==> config.mk <==
export PLATFORM = sky130hd
export DESIGN_NAME = spi_job_scheduler
export DESIGN_NICKNAME = d
export VERILOG_FILES = /design/src/rtl/spi_job_scheduler.sv
export SDC_FILE = /design/constraint.sdc
export NUM_CORES = 1
export LEC_CHECK = 0
export CAP_MARGIN = 20
export CORE_AREA = 3 3 53 55
export DETAILED_ROUTE_END_ITERATION = 12
export DIE_AREA = 0 0 56 58
export HOLD_SLACK_MARGIN = 0.05
export PLACE_DENSITY = 0.82
export SETUP_SLACK_MARGIN = 0.15
export SYNTH_ARGS = -nofsm -noshare
export SYNTH_HDL_FRONTEND = slang
export SYNTH_SLANG_ARGS = --single-unit
==> constraint.sdc <==
create_clock -name i_clk -period 3 [get_ports i_clk]
set_input_delay 0.9 -clock i_clk [delete_from_list [all_inputs] [get_ports i_clk]]
set_output_delay 0.9 -clock i_clk [all_outputs]
set_load 0.01 [all_outputs]
==> src/rtl/spi_job_scheduler.sv <==
// Runs N drawing jobs in index order on one shared SPI bus, muxing only the active job onto it.
// Adds an optional gap between jobs, a per-job watchdog, and a restart path out of FIN or ERR.
module spi_job_scheduler #(
  parameter int N_JOBS      = 5,
  parameter int JW          = 3,
  parameter int GAP         = 16,
  parameter int TIMEOUT     = 0,
  parameter int RESTART_IDX = 1
) (
  input  logic              i_clk,
  input  logic              w_rst,
  input  logic              i_restart,
  output logic [N_JOBS-1:0] o_start,
  input  logic [N_JOBS-1:0] i_done,
  input  logic [N_JOBS-1:0] i_mosi,
  input  logic [N_JOBS-1:0] i_dc,
  input  logic [N_JOBS-1:0] i_cs,
  output logic              o_mosi,
  output logic              o_dc,
  output logic              o_cs,
  output logic [JW-1:0]     o_job,
  output logic              o_busy,
  output logic              o_fin,
  output logic              o_error
);

  typedef enum logic [2:0] {S_LAUNCH, S_WAIT, S_GAP, S_FIN, S_ERR} state_t;

  localparam int GW = (GAP > 1) ? $clog2(GAP) : 1;

  state_t          state, state_nx;
  logic [JW-1:0]   job_nx;
  logic [31:0]     wdog, wdog_nx;
  logic [GW-1:0]   gcnt, gcnt_nx;
  logic [N_JOBS-1:0] start_vec;
  logic            done_cur;
  logic            wd_exp;

  assign done_cur  = i_done[o_job];
  assign wd_exp    = (TIMEOUT != 0) && (wdog == 32'(TIMEOUT - 1));
  assign start_vec = {{(N_JOBS-1){1'b0}}, 1'b1} << o_job;

  always_comb begin
    state_nx = state;
    job_nx   = o_job;
    wdog_nx  = wdog;
    gcnt_nx  = gcnt;
    case (state)
      S_LAUNCH: begin
        wdog_nx  = '0;
        state_nx = S_WAIT;
      end
      S_WAIT: begin
        wdog_nx = wdog + 32'd1;
        // done takes priority over a watchdog expiry in the same cycle
        if (done_cur) begin
          if (o_job == JW'(N_JOBS - 1)) begin
            state_nx = S_FIN;
          end else begin
            job_nx   = o_job + JW'(1);
            gcnt_nx  = '0;
            state_nx = (GAP == 0) ? S_LAUNCH : S_GAP;
          end
        end else if (wd_exp) begin
          state_nx = S_ERR;
        end
      end
      S_GAP: begin
        if (gcnt == GW'(GAP - 1)) state_nx = S_LAUNCH;
        else                      gcnt_nx  = gcnt + GW'(1);
      end
      S_FIN, S_ERR: begin
        if (i_restart) begin
          job_nx   = JW'(RESTART_IDX);
          state_nx = S_LAUNCH;
        end
      end
      default: state_nx = S_LAUNCH;
    endcase
  end

  // flags are registered from next state so they line up with the state register
  always_ff @(posedge i_clk or posedge w_rst) begin
    if (w_rst) begin
      state   <= S_LAUNCH;
      o_job   <= '0;
      wdog    <= '0;
      gcnt    <= '0;
      o_start <= '0;
      o_busy  <= 1'b0;
      o_fin   <= 1'b0;
      o_error <= 1'b0;
    end else begin
      state   <= state_nx;
      o_job   <= job_nx;
      wdog    <= wdog_nx;
      gcnt    <= gcnt_nx;
      o_start <= (state == S_LAUNCH) ? start_vec : '0;
      o_busy  <= (state_nx == S_LAUNCH) || (state_nx == S_WAIT) || (state_nx == S_GAP);
      o_fin   <= (state_nx == S_FIN);
      o_error <= (state_nx == S_ERR);
    end
  end

  always_comb begin
    o_mosi = 1'b0;
    o_dc   = 1'b0;
    o_cs   = 1'b1;
    if (state == S_WAIT) begin
      o_mosi = i_mosi[o_job];
      o_dc   = i_dc[o_job];
      o_cs   = i_cs[o_job];
    end
  end

endmodule
## Yosys cells after proc, flatten, opt, wreduce, memory -nomap -nowiden

Cells that the tools add are included.
W data, S select, Z words.

| storage, ports and cells | value |
|---|---|
| output and inout port bits | 14 |
| input bits | 23 |
| bits in latches | 0 |
| memories kept | 0 |
| register bits after elaboration | 18 |
| bits in writable memories | 0 |
| bits in read-only memories | 0 |
| logic and storage cells | 59 |

| operators by class | value |
|---|---|
| bitwise operators | 0 |
| $mul | 0 |
| mux-type cells | 25 |
| $add $sub $neg | 2 |
| div/mod/pow operators | 0 |
| order comparisons | 1 |
| equal/unequal tests | 14 |
| shift operators | 1 |
| reductions and logical operators | 9 |

Operators by type and width:

| operator | number |
|---|---|
| $mux W3 | 6 |
| $bmux W1 S3 | 4 |
| $eq A3 B2 Y1 const B | 4 |
| $mux W4 | 3 |
| $pmux W3 S4 | 1 |
| $eq A3 B3 Y1 const B | 3 |
| $mux W1 | 8 |
| $ne A2 B2 Y1 const B | 4 |
| $pmux W4 S2 | 1 |
| $reduce_and A4 Y1 | 2 |
| $eq A3 B1 Y1 const B | 2 |
| $logic_not A3 Y1 | 2 |
| $pmux W3 S2 | 1 |
| $mux W5 | 1 |
| $shl A1 B3 Y5 const A | 1 |
| $add A4 B1 Y4 const B | 1 |
| $eq A4 B4 Y1 const B | 1 |
| $lt A3 B4 Y1 const B | 1 |
| $reduce_bool A2 Y1 | 2 |
| $add A3 B1 Y3 const B | 1 |
| $logic_or A1 B1 Y1 | 2 |
| $reduce_or A2 Y1 | 1 |

## Logic depth before layout (Yosys ltp)

| logic depth | value |
|---|---|
| depth after elaboration | 7 |
| depth in mapped cells | 6 |

## Worst setup path after synthesis

OpenSTA, ideal clock, no wires.

| timing path | value |
|---|---|
| path kind | input to output |
| start point | in i_cs[3] |
| end point | out o_cs |
| data arrival time | 1.535 ns |
| cell stages on the path | 3 |
| required time | 2.100 ns |
| path slack | 0.565 ns |
| cells stage by stage | mux4_2 nor2_1 o21ai_1 |

| on the way | value |
|---|---|
| word-level cells in the longest chain between the ends | 3 |

Ends and longest elaborated chain:

| what | RTL line | source |
|---|---|---|
| start: declaration | 17 | `input logic [N_JOBS-1:0] i_cs,` |
| $bmux W1 S3 | 112 | `o_cs = i_cs[o_job];` |
| $mux W1 (implied by the code) | 112 |  |
| $mux W1 | 109 | `if (state == S_WAIT) begin` |
| end: declaration | 20 | `output logic o_cs,` |

Every way passes these cells. The select of a mux whose other input is x is not followed.

## Worst setup path after layout

| timing path | value |
|---|---|
| start point | in i_cs[1] |
| end point | out o_cs |

The elaborated chain is that of the path after synthesis.

==> metrics.cfg <==
[clock_tree]
numCtsBuffers = 3
ctsHoldBuffers = 0
cts_tree = yes
clk_path_buf_depth = 2
htree_levels = 1
clk_pin_slew_worst_paths_ps = 90
postCtsSetupBuffers = 0
clock_sinks = 18
clock-root-buffer = clkbuf_4
clkLatencyLatePin_ps = 290

[grt]
grt_max_degree = 19
track_usage_pct = 15.5
antenna_found_initial = 0
use_met1_pct = 18.8
grt_pass1_wl_um = 4010
grt_use_met3_pct = 2.00
grt_pass1_vias = 968
busiest_layer = met2
met2_usage_pct = 28.2
overflow = 0

[cells_and_area]
fillCellCount = 212
area_delta_synth_final_pct = 33.6
antenna_cells = 0
utilization_pct = 63.8
drive_gt1_share_pct = 17.9
nets = 175

[power_and_ir_drop]
p_int_w = 0.000797
power.density_nw_per_um2 = 871
seq_power_share_pct = 32.0
switching_share_pct = 41.0
p_sw_w = 0.000554
p_comb_share_pct = 57.3
clkPwrFrac_pct = 10.7
irDropWorstVdd_mv = 0.470
p_leak_nw = 0.705

[logic_synthesis]
synth_most_common_cell = dfrtp_1
synth.top_cell.area_share_pct = 38.8
yosys.cell_types.count = 42
syn-num-nets = 139
synth_top_cell_by_area = dfrtp_1
syn_inst = 110
syn_area_per_cell_um2 = 10.6
synth_seq_area_share_pct = 38.8
ys_top_cells_by_count = dfrtp_1, a21oi_1, nand2_1
async_flop_share_pct = 100
synthTopCellsByArea = dfrtp_1, ha_1, mux4_2
synth_seq_cells = 18
synth_edf_count = 0
synth_area_um2 = 1160
synth_warnings = 0
synthFlopType = dfrtp_1

[setup_path]
cp_max_fo = 1
r2r_setup_slack_ps = 1230
reg2reg_to = gcnt[2]
cp.required_ps = 2100
r2r-start = o_job[0]
worstSetupEndpointType = output pin
crit_type = in2out
crit_family = multiplexers
cp-start-kind = primary input
r2r_cells = 5
slowest_delay_ps = 450
critPathSlowestCell = mux4_2
path_cells = dlygate4sd2_1 -> mux4_2 -> nor2_2 -> o21ai_1 -> buf_2
worstPathArrival_ps = 1900
path_buf_inv = 2

[timing]
grt_setup_unrepaired = false
whs_ps = 544
setup_violations = 0
final_hold_viol_count = 0
maxSlewHeadroom_pct = 56.0
fin_skew_ps = 5.39
period_share_pct = 93.2
finalWorstSetupSlack_ps = 203
period_needed_ps = 2800
drv_slew = 0
fmax_mhz = 357
tightest_slew_ps = 659

[hold_path]
hp-start = gcnt[0]
min_to = gcnt[0]
hp-class = reg2reg
worstHoldPathCells = 1

[floorplan]
die-area_um2 = 3250
core_area_um2 = 2430
ios = 37
initial_core_util_pct = 47.7
rows = 18
die_h_um = 58
die_x_um = 56

[placement]
dpl_worst_slack_ps = -346
gp_congestion = 0.826
portBuffers = 36
dp_hpwl_um = 1940

[detailed_routing]
drc = 0
dr.first_iter.drc_count = 17
vias_per_cell = 5.59
via_count = 978
totalWireLength_um = 2360
wl_per_cell_um = 13.5
postRouteAntennaNets = 0
drt_first_pass_iters = 4

[run]
cap_viol_max_count = 0

[outcome]
outcome = finished clean

[layout make-up]
class / instances / area (um2) / area share [%]
inverter: 8 / 30.0 / 1.94
multi-input combinational: 78 / 644 / 41.5
timing repair buffer: 37 / 353 / 22.7
clock buffer: 4 / 36.3 / 2.34
tap: 30 / 37.5 / 2.42
sequential: 18 / 450 / 29.0
[routing by layer]
| metal | routed length (um) | vias to the layer above |
|---|---|---|
| met3 | 159 | 7 |
| li1 | - | 460 |
| met2 | 1190 | 44 |
| met1 | 956 | 467 |
| met5 | 0 | - |
| met4 | 52 | 0 |
[timing repair]
item                                   CTS  global route
cloned                                   0             0
setup endpoints to repair                3             2
endpoints found under the hold margin    0             0
pin swaps                                5             3
gates resized for setup                 22             8
[per-stage QoR]
stage	setup TNS (ps)	cells	instance area [um2]	power, W
2_1_floorplan	0	110	1160	0.000987
3_3_place_gp	-824	171	1520	0.00120
3_5_place_dp	-926	171	1520	0.00123
4_1_cts	0	175	1530	0.00135
5_1_grt	0	175	1550	0.00146
6_report	0	175	1550	0.00135
[worst register-to-register path, delay by kind of cell, from the launching register on]
kind	cells	cell delay [ps]
AOI/OAI and AO/OA	2	240
buffers and inverters	1	240
DFF	1	590
muxes	1	250
and+or+nand+nor	1	390
[state kept, by name, summed over array words and instances, names as in the netlist]
register / count
o_error: 1
o_fin: 1
o_job: 3
state: 3
o_busy: 1
o_start: 5
gcnt: 4
[layout by cell type (no fill, tap or decap), drive strengths merged, types with 3 or more instances in the layout]
| cell type | instances |
|---|---|
| clkdlybuf4s50 | 21 |
| dfrtp | 18 |
| a21oi | 10 |
| nand2 | 9 |
| inv | 8 |
| nor2 | 7 |
| and2 | 6 |
| ha | 6 |
| dlygate4sd2 | 6 |
| nand3 | 4 |
| o2bb2ai | 4 |
| clkbuf | 4 |
| buf | 4 |
| mux4 | 3 |
| clkdlybuf4s15 | 3 |
| dlymetal6s2s | 3 |
| mux2i | 3 |
| o21ai | 3 |
[cell families (layout without fill, tap and decap cells)]
group	Yosys count	in the layout	synth area share, %
and+or+nand+nor	40	40	19.8
muxes	6	6	10.6
adders and majority gates	6	6	6.47
buffers and inverters	14	49	6.47
xor gates and xnor gates	1	1	0.754
DFF	18	18	38.8
AOI/OAI and AO/OA	25	25	17.1
[power groups by stage]
stage | combinational (W) | clock, W | sequential, W
6_report | 0.000774 | 0.000145 | 0.000432
3_3_place_gp | 0.000762 | 0 | 0.000433
2_1_floorplan | 0.000596 | 0 | 0.000391
3_5_place_dp | 0.000792 | 0 | 0.000439
4_1_cts | 0.000773 | 0.000146 | 0.000435
5_1_grt | 0.000843 | 0.000157 | 0.000456
[how the worst max path moves through the flow]
stage / startpoint / cells past startpoint / to
2_1_floorplan: i_cs[3] / 3 / o_cs
3_3_place_gp: i_cs[3] / 5 / o_cs
3_5_place_dp: i_cs[0] / 5 / o_cs
4_1_cts: i_dc[3] / 5 / o_dc
5_1_grt: i_cs[1] / 5 / o_cs
6_report: i_cs[1] / 5 / o_cs
Power figures use the tool's default switching activity.
